==> config.mk <==
export PLATFORM = sky130hd
export DESIGN_NAME = vliw_dmem_arbiter
export DESIGN_NICKNAME = d
export VERILOG_FILES = /design/src/rtl/vliw_dmem_arbiter.sv
export SDC_FILE = /design/constraint.sdc
export NUM_CORES = 1
export LEC_CHECK = 0
export BUFFER_PORTS_ARGS = -buffer_cell sky130_fd_sc_hd__buf_2
export CAP_MARGIN = 0
export CORE_UTILIZATION = 49
export CTS_CLUSTER_SIZE = 25
export DETAILED_ROUTE_END_ITERATION = 12
export PLACE_DENSITY = 0.8
export SLEW_MARGIN = 20
export SYNTH_ARGS = -nofsm -noshare
export SYNTH_HDL_FRONTEND = slang
export SYNTH_SLANG_ARGS = --single-unit
==> constraint.sdc <==
create_clock -name clk -period 2.27 [get_ports clk]
set_input_delay 0.227 -clock clk [delete_from_list [all_inputs] [get_ports clk]]
set_output_delay 0.227 -clock clk [all_outputs]
set_load 0.03 [all_outputs]
==> src/rtl/vliw_dmem_arbiter.sv <==
// ---------------------------------------------------------------------------
// vliw_dmem_arbiter
//
// Shares the single-port data memory between the two VLIW issue slots.
// The 32-bit slot may issue a store (SW). The compressed slot may issue a
// load (C.LW). An accepted bundle's operations run one at a time, store
// first, over a req/ready handshake. The pipeline is stalled until both
// operations have completed.
//
// Ports
//   clk, rst_n            clock, asynchronous active-low reset
//   bundle_valid          MEM-stage bundle present (sampled only in IDLE)
//   a_we/a_addr/a_wdata   32-bit slot store
//   c_re/c_addr           compressed slot load
//   mem_req/mem_we        memory request, 1 = write / 0 = read
//   mem_addr/mem_wdata    word-aligned address, store data
//   mem_rdata/mem_ready   read data, completion of the current request
//   c_rdata/c_rvalid      load result and its one-cycle valid pulse
//   stall                 freeze IF/ID/EX/MEM while an operation is pending
//   conflict_cnt          saturating count of bundles with store and load
//   stall_cnt             saturating count of stalled cycles
// ---------------------------------------------------------------------------
module vliw_dmem_arbiter #(
  parameter int AW   = 32,
  parameter int DW   = 32,
  parameter int CNTW = 16
) (
  input  logic            clk,
  input  logic            rst_n,
  input  logic            bundle_valid,
  input  logic            a_we,
  input  logic [AW-1:0]   a_addr,
  input  logic [DW-1:0]   a_wdata,
  input  logic            c_re,
  input  logic [AW-1:0]   c_addr,
  output logic            mem_req,
  output logic            mem_we,
  output logic [AW-1:0]   mem_addr,
  output logic [DW-1:0]   mem_wdata,
  input  logic [DW-1:0]   mem_rdata,
  input  logic            mem_ready,
  output logic [DW-1:0]   c_rdata,
  output logic            c_rvalid,
  output logic            stall,
  output logic [CNTW-1:0] conflict_cnt,
  output logic [CNTW-1:0] stall_cnt
);

  typedef enum logic [1:0] {
    IDLE  = 2'd0,
    REQ_A = 2'd1,
    REQ_C = 2'd2
  } state_t;

  // Clears the byte offset; memory is word addressed.
  localparam logic [AW-1:0] ADDR_MASK = {{(AW-2){1'b1}}, 2'b00};
  localparam logic [CNTW-1:0] CNT_MAX = {CNTW{1'b1}};
  localparam logic [CNTW-1:0] CNT_ONE = {{(CNTW-1){1'b0}}, 1'b1};

  state_t          state_r;
  logic            c_pend_r;   // load still to be issued after the store
  logic [AW-1:0]   c_addr_r;   // latched load address

  // Saturating increment; performance counters must never wrap.
  function automatic logic [CNTW-1:0] sat_inc(input logic [CNTW-1:0] v);
    if (v == CNT_MAX) begin
      return v;
    end else begin
      return v + CNT_ONE;
    end
  endfunction

  // Arbitration FSM with all outputs registered.
  always_ff @(posedge clk or negedge rst_n) begin
    if (!rst_n) begin
      state_r      <= IDLE;
      c_pend_r     <= 1'b0;
      c_addr_r     <= {AW{1'b0}};
      mem_req      <= 1'b0;
      mem_we       <= 1'b0;
      mem_addr     <= {AW{1'b0}};
      mem_wdata    <= {DW{1'b0}};
      c_rdata      <= {DW{1'b0}};
      c_rvalid     <= 1'b0;
      stall        <= 1'b0;
      conflict_cnt <= {CNTW{1'b0}};
      stall_cnt    <= {CNTW{1'b0}};
    end else begin
      c_rvalid <= 1'b0;
      if (stall) begin
        stall_cnt <= sat_inc(stall_cnt);
      end else begin
        stall_cnt <= stall_cnt;
      end

      case (state_r)
        IDLE: begin
          if (bundle_valid && a_we) begin
            state_r   <= REQ_A;
            mem_req   <= 1'b1;
            mem_we    <= 1'b1;
            mem_addr  <= a_addr & ADDR_MASK;
            mem_wdata <= a_wdata;
            stall     <= 1'b1;
            c_pend_r  <= c_re;
            c_addr_r  <= c_addr;
            if (c_re) begin
              conflict_cnt <= sat_inc(conflict_cnt);
            end else begin
              conflict_cnt <= conflict_cnt;
            end
          end else if (bundle_valid && c_re) begin
            state_r   <= REQ_C;
            mem_req   <= 1'b1;
            mem_we    <= 1'b0;
            mem_addr  <= c_addr & ADDR_MASK;
            mem_wdata <= {DW{1'b0}};
            stall     <= 1'b1;
            c_pend_r  <= 1'b0;
            c_addr_r  <= c_addr;
          end else begin
            // Nothing to do: no request, no stall.
            state_r <= IDLE;
          end
        end

        REQ_A: begin
          if (mem_ready && c_pend_r) begin
            // Go straight to the load, no idle gap between requests.
            state_r   <= REQ_C;
            mem_we    <= 1'b0;
            mem_addr  <= c_addr_r & ADDR_MASK;
            mem_wdata <= {DW{1'b0}};
            c_pend_r  <= 1'b0;
          end else if (mem_ready) begin
            state_r   <= IDLE;
            mem_req   <= 1'b0;
            mem_we    <= 1'b0;
            mem_addr  <= {AW{1'b0}};
            mem_wdata <= {DW{1'b0}};
            stall     <= 1'b0;
          end else begin
            state_r <= REQ_A;
          end
        end

        REQ_C: begin
          if (mem_ready) begin
            state_r   <= IDLE;
            c_rdata   <= mem_rdata;
            c_rvalid  <= 1'b1;
            mem_req   <= 1'b0;
            mem_we    <= 1'b0;
            mem_addr  <= {AW{1'b0}};
            mem_wdata <= {DW{1'b0}};
            stall     <= 1'b0;
          end else begin
            state_r <= REQ_C;
          end
        end

        default: begin
          state_r   <= IDLE;
          c_pend_r  <= 1'b0;
          mem_req   <= 1'b0;
          mem_we    <= 1'b0;
          mem_addr  <= {AW{1'b0}};
          mem_wdata <= {DW{1'b0}};
          stall     <= 1'b0;
        end
      endcase
    end
  end

endmodule

==> metrics <==
combinational share of power 38.7%; ANT nets after route 0; register area share after synthesis 57.4%; DP Area 8770 um^2; Vias/cell 5.57; Post-synth EDFFs 0; predominant post-synthesis flop cell dfrtp_1; share of post-route cells with drive strength above 1 51.5%; Final min period 2.06 ns; Final HPWL DP 12.7 mm; Hold Path Depth 2; Worst VDD drop 740 uV; Final Cell Area 9420 um^2; Post-Synthesis Cells 530; status finished, final reports clean; initial antenna violation count 1; H-Tree Level Count 4; Critical Path RT 2.56 ns; Root Buffer clkbuf_16; vias in the first global route 5,741; syn avg cell area 13.5 um^2; I/O Pins 266; Seq pwr share 36.7%; multi-input logic area 2890 um^2; Initial Util 50.9%; Fill cells 1,038; Critical Path Fanout Max 9; Worst-path clk slew 0.06 ns; RePlAce Congestion 0.882; RSZ-0062 raised after global routing no; Die Ht 123 um; Worst-Margin Slew 0.553 ns; TritonCTS Buffers 17; Routed WL 18.1 mm; Arr. time, crit path 2.35 ns; CTS tree yes; CTS resizes 0; reg2reg setup slack 0.21 ns; post-CTS setup buffers 0; share of flip-flops with an asynchronous set or reset 100%; Die Wd 123 um; first-pass GRT wire length 28.7 mm; crit path kind reg2reg; Syn Nets 672; most frequent cells in the layout buf_2 (260), dfrtp_1 (164), mux2_2 (97); IO buf count 261; MaxCap Viol Count 0; worst-skew pair later-pin latency 0.42 ns; clock share of power 24.6%; setup clock skew after layout 0.0114 ns; fin. max-slew vios 0; setup violators final 0; WL/cell 18.3 um; Mapped Area 7150 um^2; period utilisation layout 90.9%; final net count 940; FP Rows 43; full die area 15,100 um^2; worst rel slew slack 63.1%; area grow syn2layout 31.8%; 1st-iter DRT viols 371; R2R depth 5; Worst Hold Class in2reg; Final Hold Viols 0; post-route setup TNS 0 ns; CP endpoint kind flip-flop; Netlist cell types 47; area occupied by registers 4100 um^2; switching part of the total power 38.6%; DRC Markers 0; startpoint types flip-flop; core area 14,000 um^2; gr usage total 25.0%; Yosys reg bits 164; clk sink count 164; pin count of the biggest net entering global routing 59; Yosys warning count 0; most common cell after layout, fill and taps aside buf_2; first-pass detailed-route iteration total 5; P_sw 4890 uW; via count 5,519; GR Overflow Total 0; Lkg Pwr 0.00471 uW; CTS Buffer Depth 2; Internal 7770 uW; power density cells 1340 nW/um^2; Max Clk Rate 485 MHz
==> metal layers <==
metal	track usage, %	wire length (um)
met3	5.44	988
met2	42.6	9360
met1	30.1	7310
met4	11.5	468
met5	0	0
==> area by class of cell <==
class | instances | share of cell area (%)
Clock buffer | 22 | 4.93
Antenna cell | 1 | 0.0266
Sequential cell | 164 | 43.6
Timing Repair Buffer | 280 | 16.3
Clock inverter | 9 | 1.87
Tap cell | 180 | 2.39
Inverter | 7 | 0.279
Multi-Input combinational cell | 328 | 30.7
==> registers in the layout (all words and copies together) (netlist names) <==
| name | flops |
|---|---|
| c_rdata | 32 |
| state_r | 2 |
| stall | 1 |
| stall_cnt | 16 |
| conflict_cnt | 16 |
| c_rvalid | 1 |
| c_addr_r | 30 |
| mem_wdata | 32 |
| c_pend_r | 1 |
| mem_we | 1 |
| mem_addr | 32 |
==> metrics by stage <==
| step | power, uW | hold slack, ns | util, % | setup slack [ns] | instances |
|---|---|---|---|---|---|
| final | 12700 | 0.0321 | 67.1 | 0.206 | 991 |
| after global routing | 13300 | 0.0184 | 67.1 | 0.0834 | 991 |
| after detailed placement | 9580 | 0.234 | 62.4 | 0.236 | 958 |
| after global placement | 9360 | 0.226 | 62.4 | 0.296 | 958 |
| after floorplan | 7870 | -0.0686 | - | 0.284 | 530 |
| after CTS | 12700 | 0.0206 | 67.1 | 0.205 | 990 |
==> power groups by stage <==
stage / Sequential [uW] / Clock, uW / Combinational [uW]
floorplan: 6120 / 0 / 1750
global placement: 4570 / 0 / 4790
detailed placement: 4660 / 0 / 4920
CTS: 4650 / 3150 / 4940
global route: 4770 / 3290 / 5220
finish: 4650 / 3120 / 4900
==> worst max-delay path: stages (launching register included) <==
cell,delay (ns)
dfrtp_1,0.42
ha_1,0.25
and4_1,0.38
nand3_2,0.26
o21ai_2,0.27
mux2_2,0.36
==> kinds of logic after synthesis <==
family	after synthesis	synth area share [%]
xor gates and xnor gates	24	2.94
buffers and inverters	38	2.26
and+or+nand+nor	79	6.97
adders and majority gates	8	1.40
DFF	164	57.4
muxes	97	15.3
AOI/OAI and AO/OA	120	13.7
==> synth_stat cells, drive strengths merged, types with 4 or more instances <==
library cell / number / area share (%)
nand4: 9 / 1.0
inv: 7 / 0.37
clkbuf: 20 / 1.2
dfrtp: 164 / 57
o2bb2ai: 30 / 3.7
nor3: 9 / 0.70
nor2: 7 / 0.37
and3: 7 / 0.61
a22o: 32 / 3.9
o21ai: 7 / 0.54
a22oi: 30 / 3.2
o211ai: 5 / 0.53
xor2: 12 / 1.5
nand3: 12 / 0.91
xnor2: 12 / 1.5
ha: 8 / 1.4
nand2: 14 / 0.74
and2: 4 / 0.35
buf: 11 / 0.70
mux2: 97 / 15
a21oi: 4 / 0.28
==> what timing repair did <==
action	CTS	global route
endpoints found under the hold margin	56	0
hold buffers	1	0
endpoints found under the setup margin	0	0
==> final timing paths <==
kind                                    from               end
max in group asynchronous              rst_n      mem_wdata[8]
worst min register to register        mem_we            mem_we
worst max-delay path            stall_cnt[0]      stall_cnt[1]
min in group asynchronous              rst_n  conflict_cnt[14]
worst min-delay path              a_wdata[3]      mem_wdata[3]
worst max register to register  stall_cnt[0]      stall_cnt[1]
(Power assumes the default switching activity.)
